--- config.mk ---
export PLATFORM = sky130hd
export DESIGN_NAME = cacheline_adaptor
export DESIGN_NICKNAME = d
export VERILOG_FILES = /design/src/rtl/cacheline_adaptor.sv
export SDC_FILE = /design/constraint.sdc
export NUM_CORES = 1
export LEC_CHECK = 0
export ABC_CLOCK_PERIOD_IN_PS = 2350
export CAP_MARGIN = 20
export CORE_AREA = 3 3 272 274
export DETAILED_ROUTE_END_ITERATION = 12
export DIE_AREA = 0 0 275 277
export PLACE_DENSITY = 0.64
export SLEW_MARGIN = 20
export SYNTH_ARGS = -nofsm -noshare
export SYNTH_HDL_FRONTEND = slang
export SYNTH_SLANG_ARGS = --single-unit
--- constraint.sdc ---
create_clock -name clk -period 2.35 [get_ports clk]
set_clock_uncertainty 0.15 [all_clocks]
set_input_delay 0.235 -clock clk [delete_from_list [all_inputs] [get_ports clk]]
set_output_delay 0.235 -clock clk [all_outputs]
set_load 0.03 [all_outputs]
--- src/rtl/cacheline_adaptor.sv ---
// -----------------------------------------------------------------------------
// cacheline_adaptor
//
// Bridges a line-granular cache port and a burst-oriented memory port. One
// line read or write from the cache becomes an n_beats x s_burst burst to
// memory. Read beats are reassembled into a full line. The cache receives a
// single-cycle resp_o pulse when the transfer finishes.
//
// Ports
//   clk        sole clock, rising edge
//   rst_n      asynchronous active-low reset
//   line_i     write line from the cache (sampled when a write is accepted)
//   line_o     assembled read line (holds until the next read overwrites it)
//   address_i  cache request address
//   read_i     cache line-read request (level)
//   write_i    cache line-write request (level, wins over read_i)
//   resp_o     one-cycle completion pulse to the cache
//   burst_i    read beat from memory
//   burst_o    write beat to memory
//   address_o  line-aligned burst address, stable for the whole transfer
//   read_o     burst read request
//   write_o    burst write request
//   resp_i     memory beat strobe, one beat per high cycle
// -----------------------------------------------------------------------------
module cacheline_adaptor #(
   parameter  int s_offset = 5,
   parameter  int s_burst  = 64,
   localparam int s_line   = 8 * (2 ** s_offset),
   localparam int n_beats  = s_line / s_burst,
   localparam int cnt_w    = $clog2(n_beats)
) (
   input  logic               clk,
   input  logic               rst_n,
   input  logic [s_line-1:0]  line_i,
   output logic [s_line-1:0]  line_o,
   input  logic [31:0]        address_i,
   input  logic               read_i,
   input  logic               write_i,
   output logic               resp_o,
   input  logic [s_burst-1:0] burst_i,
   output logic [s_burst-1:0] burst_o,
   output logic [31:0]        address_o,
   output logic               read_o,
   output logic               write_o,
   input  logic               resp_i
);

   typedef enum logic [1:0] {
      IDLE  = 2'd0,
      READ  = 2'd1,
      WRITE = 2'd2,
      DONE  = 2'd3
   } state_t;

   state_t                          state;
   logic [cnt_w-1:0]                cnt;
   logic [n_beats-1:0][s_burst-1:0] wbuf;
   logic [n_beats-1:0][s_burst-1:0] rbuf;
   logic [31:0]                     addr;
   logic [31:0]                     line_addr;
   logic                            last_beat;

   // Byte offset within the line is dropped so memory always sees a
   // line-aligned burst address.
   assign line_addr = {address_i[31:s_offset], {s_offset{1'b0}}};

   // The final beat of a burst is the strobe that arrives with cnt at its
   // top value; cnt then wraps back to zero on its own.
   assign last_beat = resp_i && (cnt == cnt_w'(n_beats - 1));

   // read_o / write_o / resp_o are flops updated together with state, so
   // they never carry a combinational path from any input.
   always_ff @(posedge clk or negedge rst_n) begin
      if (!rst_n) begin
         state   <= IDLE;
         cnt     <= '0;
         wbuf    <= '0;
         rbuf    <= '0;
         addr    <= '0;
         read_o  <= 1'b0;
         write_o <= 1'b0;
         resp_o  <= 1'b0;
      end else begin
         case (state)
            IDLE: begin
               if (write_i) begin
                  wbuf    <= line_i;
                  addr    <= line_addr;
                  cnt     <= '0;
                  write_o <= 1'b1;
                  state   <= WRITE;
               end else if (read_i) begin
                  addr    <= line_addr;
                  cnt     <= '0;
                  read_o  <= 1'b1;
                  state   <= READ;
               end
            end

            READ: begin
               // Gaps (resp_i low) simply hold cnt and the assembly buffer.
               if (resp_i) begin
                  rbuf[cnt] <= burst_i;
                  cnt       <= cnt + cnt_w'(1);
                  if (last_beat) begin
                     read_o <= 1'b0;
                     resp_o <= 1'b1;
                     state  <= DONE;
                  end
               end
            end

            WRITE: begin
               if (resp_i) begin
                  cnt <= cnt + cnt_w'(1);
                  if (last_beat) begin
                     write_o <= 1'b0;
                     resp_o  <= 1'b1;
                     state   <= DONE;
                  end
               end
            end

            DONE: begin
               // Requests are not looked at here; a held or re-raised
               // request is picked up from IDLE on the following edge.
               resp_o <= 1'b0;
               state  <= IDLE;
            end

            default: begin
               read_o  <= 1'b0;
               write_o <= 1'b0;
               resp_o  <= 1'b0;
               state   <= IDLE;
            end
         endcase
      end
   end

   assign address_o = addr;
   assign burst_o   = wbuf[cnt];
   assign line_o    = rbuf;

endmodule

# Word-level counts from Yosys, hierarchy flattened
# Index checks and enable logic that the tools add are counted.
# totals
register_bits	551
inputBits	357
output_inout_bits	355
wordCells	74
# op_classes
addsub	1
magnitude_cmp	2
eq_ne	14
muxes	26
n_reduce_logical	17
# op_table
cell	count
$bwmux W256	1
$bmux W64 S2	1
$demux W64 S2	1
$mux W64	2
$mux W32	2
$mux W2	7
$ne A2 B2 Y1 const B	7
$reduce_bool A2 Y1	5
$reduce_and A3 Y1	3
$mux W1	7
$eq A2 B2 Y1 const B	3
$pmux W1 S2	3
$pmux W2 S3	1
$reduce_and A2 Y1	3
$reduce_and A5 Y1	1
$ne A2 B1 Y1 const B	2
$pmux W2 S2	1
$reduce_and A4 Y1	1
$lt A2 B3 Y1 const B	1
$ne A3 B3 Y1 const B	1
$add A2 B1 Y2 const B	1
$eq A2 B1 Y1 const B	1
$ge A2 B1 Y1 const B	1
$logic_and A1 B1 Y1	2
other kinds (2)	2

# Longest topological paths before layout
# Gate-level depths: netlist of run 1.
# depth
depth_word	5
depth_mapped	8
ltp_nobuf	5

# Worst setup path before layout of run 1
# OpenSTA, ideal clock, no wires.
# synth_path
path_type	reg2reg
start	register cnt[0]
end	register rbuf (netlist bit line_o[3])
setup_time_ps	125
arrival_time_ps	1852
required_time_ps	2075
path_slack_ps	223
stages_incl_launch_ff	9
n_path_buf	4
synth_period_minus_slack_ps	2127
path_cell_list	dfrtp_1 -> clkbuf_1 -> buf_6 -> buf_4 -> inv_1 -> ha_1 -> nand3_4 -> clkbuf_8 -> mux2_2
# synth_between
elab_chain_cells	5
elab_cells_between_ends	6
classes_between	order compare: 2; mux: 3; reduce/logical: 1
# synth_lines
element	line_no	rtl
from (decl)	56	logic [cnt_w-1:0] cnt;
from (signal assigned)	104	cnt <= cnt + cnt_w'(1);
from (signal assigned)	115	cnt <= cnt + cnt_w'(1);
$lt A2 B3 Y1 (implied by the code) / $ge A2 B1 Y1 (equally long branches)	103	rbuf[cnt] <= burst_i;
$logic_and A1 B1 Y1 (implied by the code)	103	
$mux W64 (implied by the code)	103	
$demux W64 S2 (*)	103	
$bwmux W256 (*)	103	
to (signal, indexed assignment)	103	
to (decl)	58	logic [n_beats-1:0][s_burst-1:0] rbuf;
# Mark *: on every way between the ends. The rest lies on a longest branch, timed or not.
# A chain may end at the register's enable or synchronous reset.

# Worst setup path in the final report of run 1
# layout_path
start	register cnt[0]
end	output burst_o[52]
# layout_between
elab_chain_cells	2
# layout_lines
element	line_no	rtl
$bmux W64 S2	142	assign burst_o = wbuf[cnt];
$mux W64 (implied by the code)	142	
to (decl)	41	output logic [s_burst-1:0] burst_o,
# Every way passes these cells. The select of a mux whose other input is x is not followed.

==> summary by stage, run 1 <==
Cells and area
From synthesis to final layout, the design area changed by 49.2%. Summing all multi-input logic gate instances after layout gives 8020 um2. Summing all non-filler instances in the final layout gives an area of 33200 um2. The area used by sequential logic in the layout is 13700 um2. At the end of the flow, the number of nets in the layout was 2432. Of the cells placed in the final design, the portion with a size suffix greater than 1 is 41.1%.

The number of fill cells in the layout is 6232.

Worst hold path
Counting instances, the worst hold path has a depth of 2. The worst hold path terminates at wbuf[49]$_DFFE_PN0P_. The startpoint identified for the worst hold timing path is line_i[49]. The class of the worst hold path is in2reg.

Setup path
The kind of cell adding the most delay to the critical path is buffers and inverters. Measured in cells, the most critical reg-to-reg path has a length of 6. Of all nets on the critical path, the largest fanout is 6. The library cell contributing the largest single delay on the critical path is dfrtp_4.

In this design, the critical path's most frequently occurring cell is buf_6. The largest stage delay on the critical path is 550 ps. The data arrival at the endpoint of the critical path is 2170 ps. STA classifies the critical path endpoint as an output pin. In this run the register-to-register setup slack is 110 ps. Walking the worst path, the cells encountered are buf_12 -> clkbuf_16 -> buf_6 -> mux4_2 -> buf_6.

The reg-to-reg startpoint is cnt[0]$_DFFE_PN0P_. The capturing point of the worst reg2reg path is line_o[209]$_DFFE_PN0P_. Data on the critical path is required at its endpoint by 1970 ps. The path type of the worst setup path is reg2out.

The startpoint type of the worst setup path is a register. The critical path contains buffers and inverters numbering 4 combined.

Detailed routing
The sum of routed wire segments on met1 is 24.4 mm. Signal routing reaches up to met5. In the routed design, unresolved DRC markers number 0. Detailed routing inserted a total of 14155 vias. The final layout contains routed wiring with a total length of 65.9 mm. In this run the remaining antenna-violating nets after routing total 0. The first detailed-routing pass ran for 4 iterations. The ratio of routed vias to standard cells is 4.61.

Detailed routing placed a total of 33.5 mm of wire on met2. Dividing the detail-routed wire length by the instance count gives 21.5 um. The routed length on met3 is 6.25 mm. The number of DRC violations after detailed-routing iteration 0 is 482.

Power
The share of total power dissipated in combinational logic is 50.8%. The switching share of total power is 37.3%. Per report_power, the sequential group accounts for 31.3% of the total.

The overall power after layout is 53.5 mW. In this run, the clock network consumes 17.9% of the power. The ratio of total power to cell area is 1610 nW/um2. The worst supply voltage drop on vdd is 1.15 mV. The leakage power total is 14.1 nW. The net switching component of the power is 20.0 mW. Cell internal power was estimated by the tool at 33.6 mW.

Floorplanning
The floorplan has 98 rows. The die extent in y is 277 um. The initial cell density of the core is 31.1%. The I/O pin total is 712. The width of the die is 275 um. The core region area is 71600 um2. The die covers 76200 um2.

Clock network
The clock latency reported for the late side of the worst-skew pair is 600 ps. The clock passes through at most 3 buffers. The clock tree from TritonCTS is yes. The clock sink total is 546.

The CTS clock-pin slew for the worst setup and hold paths is 60 ps. The number of H-tree levels is 2. Counting the buffers created by CTS gives 58. The tree is rooted in a clkbuf_16.

Job
Across the run, the number of max-cap violations was 0.

Timing
The count of final setup violators is 64. The number of hold violations in the final report was 0. After routing, the total negative slack on setup checks comes to -8400 ps. The number of max-slew violations in the final report was 0. Of the available clock period, the critical path in the final layout requires 109%. The measured slew at the worst slew-check pin is 515 ps. Setup repair after global routing could not meet its margin everywhere. The final critical-path required period is 2550 ps.

The headroom to the max-slew limit is 65.6%. The setup slack after layout is -200 ps. Timing would allow up to 392 MHz.

Synth
In the synthesized netlist, the number of instances is 1286. The synthesized netlist contains 37 unique library cells. The number of warnings printed during yosys synthesis is 0. Sequential elements use 61.3% of the synthesized area. The average size of a mapped cell is 17.3 um2. The cell area that synthesis handed to floorplanning was 22300 um2. Counting flops and latches in the post-synthesis netlist gives 546.

Global route
The first global-routing pass estimated 97.5 mm of wire. The global-route total usage across every layer is 16.7%. The number of global-route vias before repair is 15591.

The pin count of the biggest net entering global routing is 93. The total grt overflow is 0. The initial antenna violation count is 14.

Run status
The run finished, with violations left. The final reports fail on negative setup slack.

Placed design
The wire-length estimate of the detail-placed layout is 48.9 mm. Once placement finished, the instance area stood at 30700 um2. The count of input and output buffers is 701.

The final RePlAce weighted congestion is 0.801.
[layout make-up]
class | instances | share of cell area, %
sequential | 546 | 41.1
timing repair buffer | 793 | 25.0
multi-input combinational | 659 | 24.1
clock buffer | 82 | 5.12
tap | 950 | 3.58
clock inverter | 25 | 0.960
inverter | 6 | 0.0677
antenna | 8 | 0.0602
[Yosys cell counts]
cell | number | area share, %
mux2_4 | 5 | 0.34
o211ai_1 | 1 | 0.034
clkbuf_8 | 4 | 0.25
nand2_2 | 1 | 0.028
clkbuf_1 | 6 | 0.10
nand3_1 | 2 | 0.045
mux2i_1 | 1 | 0.045
a21oi_1 | 6 | 0.13
o2111ai_1 | 1 | 0.039
o2bb2ai_1 | 1 | 0.039
nand3_4 | 1 | 0.079
nand2_1 | 2 | 0.034
buf_4 | 34 | 1.1
buf_2 | 11 | 0.25
o221ai_1 | 1 | 0.039
clkbuf_2 | 1 | 0.022
nand2b_1 | 2 | 0.056
o21ai_4 | 1 | 0.073
and3_1 | 1 | 0.028
a31oi_1 | 1 | 0.028
o21a_1 | 1 | 0.034
inv_1 | 6 | 0.10
o21ai_0 | 2 | 0.045
mux4_2 | 64 | 6.5
buf_6 | 21 | 1.1
a32o_1 | 1 | 0.045
nor2b_1 | 3 | 0.084
a31o_2 | 1 | 0.039
mux2_2 | 535 | 27
dfrtp_1 | 546 | 61
conb_1 | 1 | 0.017
o22a_1 | 3 | 0.12
nor3b_1 | 1 | 0.034
buf_1 | 2 | 0.034
nor2_1 | 2 | 0.034
ha_1 | 11 | 0.62
nand3_2 | 3 | 0.13
[power groups by stage]
stage / registers [mW] / clock network (mW) / logic, mW
global route: 17.3 / 10.2 / 28.6
floorplan: 21.0 / 0 / 11.2
global placement: 16.6 / 0 / 26.1
CTS: 16.8 / 9.87 / 27.2
finish: 16.7 / 9.57 / 27.2
detailed placement: 16.9 / 0 / 26.3
[registers in the layout, indices dropped and copies added (netlist names)]
name / count
address_o: 27
cnt: 2
read_o: 1
wbuf: 256
line_o: 256
resp_o: 1
state: 2
write_o: 1
[cells by family (layout without fill, tap and decap cells)]
logic type / count (synthesis) / after routing / share of synthesized area [%]
AO/OA/AOI/OAI: 20 / 20 / 0.668
buffers and inverters: 85 / 906 / 2.96
AND/OR/NAND/NOR: 18 / 18 / 0.556
multiplexers: 605 / 605 / 33.9
adder cells (fa/ha/maj): 11 / 11 / 0.618
other: 1 / 13 / 0.0168
flip-flops: 546 / 546 / 61.3
[how the worst max path moves through the flow]
stage / slack, ps / cells after the start / to / from
2_1_floorplan: 220 / 8 / line_o[3]$_DFFE_PN0P_ / cnt[0]$_DFFE_PN0P_
5_1_grt: -280 / 5 / burst_o[7] / cnt[0]$_DFFE_PN0P_
3_3_place_gp: 80 / 3 / burst_o[50] / cnt[0]$_DFFE_PN0P_
6_report: -200 / 5 / burst_o[52] / cnt[0]$_DFFE_PN0P_
4_1_cts: -300 / 4 / burst_o[40] / cnt[0]$_DFFE_PN0P_
3_5_place_dp: 80 / 3 / burst_o[23] / cnt[0]$_DFFE_PN0P_
[metal layers]
metal | vias to the layer above | global-route usage, %
met4 | 12 | 5.05
met3 | 110 | 6.14
met2 | 529 | 29.5
met5 | - | 0
li1 | 6249 | -
met1 | 7255 | 18.8
[worst register-to-register path: stages, from the launching register on]
cell and delay, ps:
dfrtp_4 550, buf_4 190, buf_16 150, ha_2 240
nand3_4 180, buf_12 250, mux2_2 410
[what timing repair did]
action | CTS | global route
endpoints found under the hold margin | 400 | 0
setup buffers | 22 | 3
hold buffers | 3 | 0
gates resized for setup | 208 | 72
gates cloned | 1 | 1
endpoints found under the setup margin | 64 | 79
[stage by stage]
stage          hold slack [ps]  std cells  setup WS (ps)  utilization (%)
2_1_floorplan             -211       1290            223                -
3_3_place_gp              52.8       2925           78.7             42.8
3_5_place_dp              55.6       2925           77.5             42.8
4_1_cts                   43.2       3058           -297             46.2
5_1_grt                   55.2       3068           -275             46.4
6_report                  90.6       3069           -200             46.4
[placed cells by master (no fill, tap or decap), types with 6 or more instances in the layout]
cell type / instances
a21oi_1: 6
buf_12: 35
buf_4: 42
buf_6: 62
bufinv_16: 7
clkbuf_1: 9
clkbuf_16: 60
clkbuf_8: 14
clkdlybuf4s15_2: 7
clkdlybuf4s50_1: 636
clkinv_2: 13
dfrtp_1: 544
diode_2: 8
ha_1: 9
mux2_2: 535
mux4_2: 64
No activity file was read; power rests on OpenSTA's default activity.
==> inputs of run 2 (changes only) <==
--- a/config.mk
+++ b/config.mk
@@ -6,7 +6,7 @@
 export NUM_CORES = 1
 export LEC_CHECK = 0
 export ABC_CLOCK_PERIOD_IN_PS = 2350
-export CAP_MARGIN = 20
+export CAP_MARGIN = 5
 export CORE_AREA = 3 3 272 274
 export DETAILED_ROUTE_END_ITERATION = 12
 export DIE_AREA = 0 0 275 277
==> results of run 2 <==
No change in the layout: final DEF, timing and power equal those of run 1.
==> inputs of run 3 (changes only) <==
--- a/config.mk
+++ b/config.mk
@@ -10,7 +10,6 @@
 export CORE_AREA = 3 3 272 274
 export DETAILED_ROUTE_END_ITERATION = 12
 export DIE_AREA = 0 0 275 277
-export PLACE_DENSITY = 0.64
 export SLEW_MARGIN = 20
 export SYNTH_ARGS = -nofsm -noshare
 export SYNTH_HDL_FRONTEND = slang
==> constraint.sdc (replaced) <==
create_clock -name clk -period 2.35 [get_ports clk]
set_clock_uncertainty 0.15 [all_clocks]
set_input_delay 0.3525 -clock clk [delete_from_list [all_inputs] [get_ports clk]]
set_output_delay 0.3525 -clock clk [all_outputs]
set_load 0.03 [all_outputs]
==> run 3 against run 2 <==
  * The flow still finishes with violations (negative setup slack)
  * Sequential power is essentially flat
  * Count of clock-buffer cells in the layout grew 8
  * Worst setup slack lost 130 ps
  * First-iteration DRC count shrank 11%
  * Register-to-register slack lost 80 ps
  * Via count shrank 0.35%
  * Power grew 1.2%
  * Global-route usage grew 0.39 points
  * Utilization grew 0.59 points
==> summary by stage, run 3 (same netlist as run 1, synthesis figures left out) <==
Cells and area
For this run, the number of standard cells in the final layout without fillers is 3081. The library cell used most frequently in the layout, excluding fill and tap cells, is clkdlybuf4s50_1. The sequential cells in the finished layout cover a total of 13700 um2. Summing all multi-input logic gate instances after layout gives 8050 um2. The top cell types in the final layout, fill and taps aside, are clkdlybuf4s50_1, dfrtp_1, mux2_2.

The area growth from synthesis to layout is 51.1%. After routing the design area is 33700 um2. The fraction of layout instances using a drive strength above 1 is 41.6%. The final layout contains 2450 nets. The number of fill cells in the layout is 6295.

Global route
The total grt overflow is 0. The first-pass GRT wire length is 99.4 mm. The initial antenna violation count is 13. The global-route total usage across every layer is 17.1%. The number of global-route vias before repair is 15640. Entering global routing, the biggest net connects 69 pins.

Timing
The setup slack after layout is -332 ps. The number of max-slew violations in the final report was 0. The final period utilization is 114%. Setup repair after global routing could not meet its margin everywhere. The top achievable clock speed is 373 MHz. For the pin with the worst max-slew slack, the measured transition is 735 ps. The headroom to the max-slew limit is 51.0%. The number of hold violations in the final report is 0. Setup violations remaining at the end of the flow were counted as 64.

After layout, the minimum clock period comes to 2680 ps.

Setup path
The worst setup path is launched from a register. The register-to-register setup slack is 30 ps. The data arrival at the endpoint of the critical path is 2180 ps. Data on the critical path is required at its endpoint by 1850 ps. The path type of the worst setup path is reg2out.

The critical path capture point type is an output pin. The number of cells on the worst reg-to-reg path is 10. The reg-to-reg startpoint is cnt[0]$_DFFE_PN0P_. Of all nets on the critical path, the largest fanout is 6. The capturing point of the worst reg2reg path is line_o[39]$_DFFE_PN0P_.

Worst hold path
The worst hold path stage count is 2. The worst hold path begins at line_i[178]. The worst hold path terminates at wbuf[178]$_DFFE_PN0P_.

The min-delay analysis places its worst path in the category in2reg.

Placed design
The count of input and output buffers is 701. The final HPWL from detailed placement is 50.3 mm. The final RePlAce weighted congestion is 0.817.

The cell count after placement is 2936. After detailed placement, the total cell area comes to 30800 um2.

Detailed routing
Summed over all layers, the routed wires come to 66.9 mm. Before antenna repair, the detailed router went through 4 iterations. The detail route stage leaves a number of antenna-violating nets equal to 0.

In the routed layout, each cell is associated on average with a via count of 4.58. The number of DRC violations after detailed-routing iteration 0 is 428. The final routed wire length divided by cell count is 21.7 um. After detailed routing, the number of remaining DRC violations is 0. The total vias in the final route is 14105.

Floorplanning
The die covers 76200 um2. In this run the horizontal extent of the chip is 275 um. The number of core rows is 98. The core region area is 71600 um2. The die extent in y is 277 um. The I/O pin total is 712. The initial cell density of the core is 31.1%.

Clock network
The clock tree from TritonCTS is yes. In this run the deepest clock path goes through 3 buffers. The number of H-tree levels is 2. The cell at the root of the clock tree is clkbuf_16.

Clock latency on the worst-skew pair, taken at its later pin, is 600 ps. The CTS clock-pin slew for the worst setup and hold paths is 60 ps. The number of buffers created by CTS is 61.

For this design, the sink count on the clock tree is 546.

Run status
The final reports fail on negative setup slack. The run finished, with violations left.

Power
Summed over all cells, the static leakage comes to 14.3 nW. The worst-case IR drop observed on VDD is 0.763 mV. For this design the ratio of total power to cell area is 1610 nW/um2.

Job
Across the run, the number of max-cap violations was 0.
-- run 3: changes by cell type in the layout (fill, tap and decap cells not counted), sizes merged --
cell / previous run / this run
clkinv: 16 / 8
clkinvlp: 0 / 2
clkbuf: 83 / 94
bufinv: 7 / 5
clkdlybuf4s15: 7 / 0
clkdlybuf4s50: 636 / 635
diode: 8 / 5
dlygate4sd3: 3 / 1
dlymetal6s2s: 0 / 1
buf: 146 / 167
-- run 3: layout make-up --
type / count / share of cell area [%]
multi-input cells: 659 / 23.9
well taps: 950 / 3.53
repair buffers: 808 / 25.7
diodes: 5 / 0.0372
inverters: 6 / 0.0669
flip-flops and latches: 546 / 40.6
clock inverters: 17 / 0.680
clock buffers: 90 / 5.46
-- run 3: how the worst max path moves through the flow --
| stage | startpoint | endpoint | slack, ps |
|---|---|---|---|
| finish | cnt[0]$_DFFE_PN0P_ | burst_o[54] | -330 |
| global route | cnt[0]$_DFFE_PN0P_ | burst_o[54] | -410 |
| CTS | cnt[0]$_DFFE_PN0P_ | burst_o[54] | -410 |
| detailed placement | cnt[0]$_DFFE_PN0P_ | burst_o[51] | -9 |
| global placement | cnt[0]$_DFFE_PN0P_ | burst_o[33] | -20 |
| floorplan | cnt[0]$_DFFE_PN0P_ | line_o[3]$_DFFE_PN0P_ | 220 |
-- run 3: metal layers --
| metal | wire [um] | part of all wire [%] | up-vias | global-route usage [%] |
|---|---|---|---|---|
| li1 | - | - | 6288 | - |
| met1 | 23900 | 36 | 7244 | 18.5 |
| met2 | 35300 | 53 | 462 | 31.3 |
| met3 | 6470 | 9.7 | 95 | 6.58 |
| met4 | 1180 | 1.8 | 16 | 4.06 |
| met5 | 92 | 0.14 | - | 0 |
-- run 3: timing repair --
item / 4_1_cts / 5_1_grt
pin swaps: 0 / 1
hold endpoints to repair: 41 / 0
hold buffers: 1 / 0
cloned: 4 / 4
gates resized for setup: 223 / 18
endpoints found under the setup margin: 64 / 164
buffers inserted: 18 / 9
-- run 3: per-stage QoR --
step           worst slack, ps  setup TNS (ps)  utilization, %  hold slack [ps]  total power [mW]
2_1_floorplan              223               0               -            -93.1              32.1
3_3_place_gp             -22.4           -42.6            43.0              261              42.8
3_5_place_dp             -8.88           -15.5            43.0              266              43.3
4_1_cts                   -410          -20570            46.7              150              54.7
5_1_grt                   -407          -20970            47.0              167              56.8
6_report                  -332          -15740            47.0              198              54.2
-- run 3: report_power, final --
group,switching [mW],internal [mW],total (mW)
registers,2.44,14.2,16.6
logic,13.8,14.0,27.8
clock network,3.79,5.91,9.70
total,20.1,34.1,54.2
-- run 3: worst max-delay path: stages, from the launching register on --
cell     delay (ps)
dfrtp_4         490
buf_12          150
buf_12          140
buf_12          130
mux4_2          480
buf_6           170
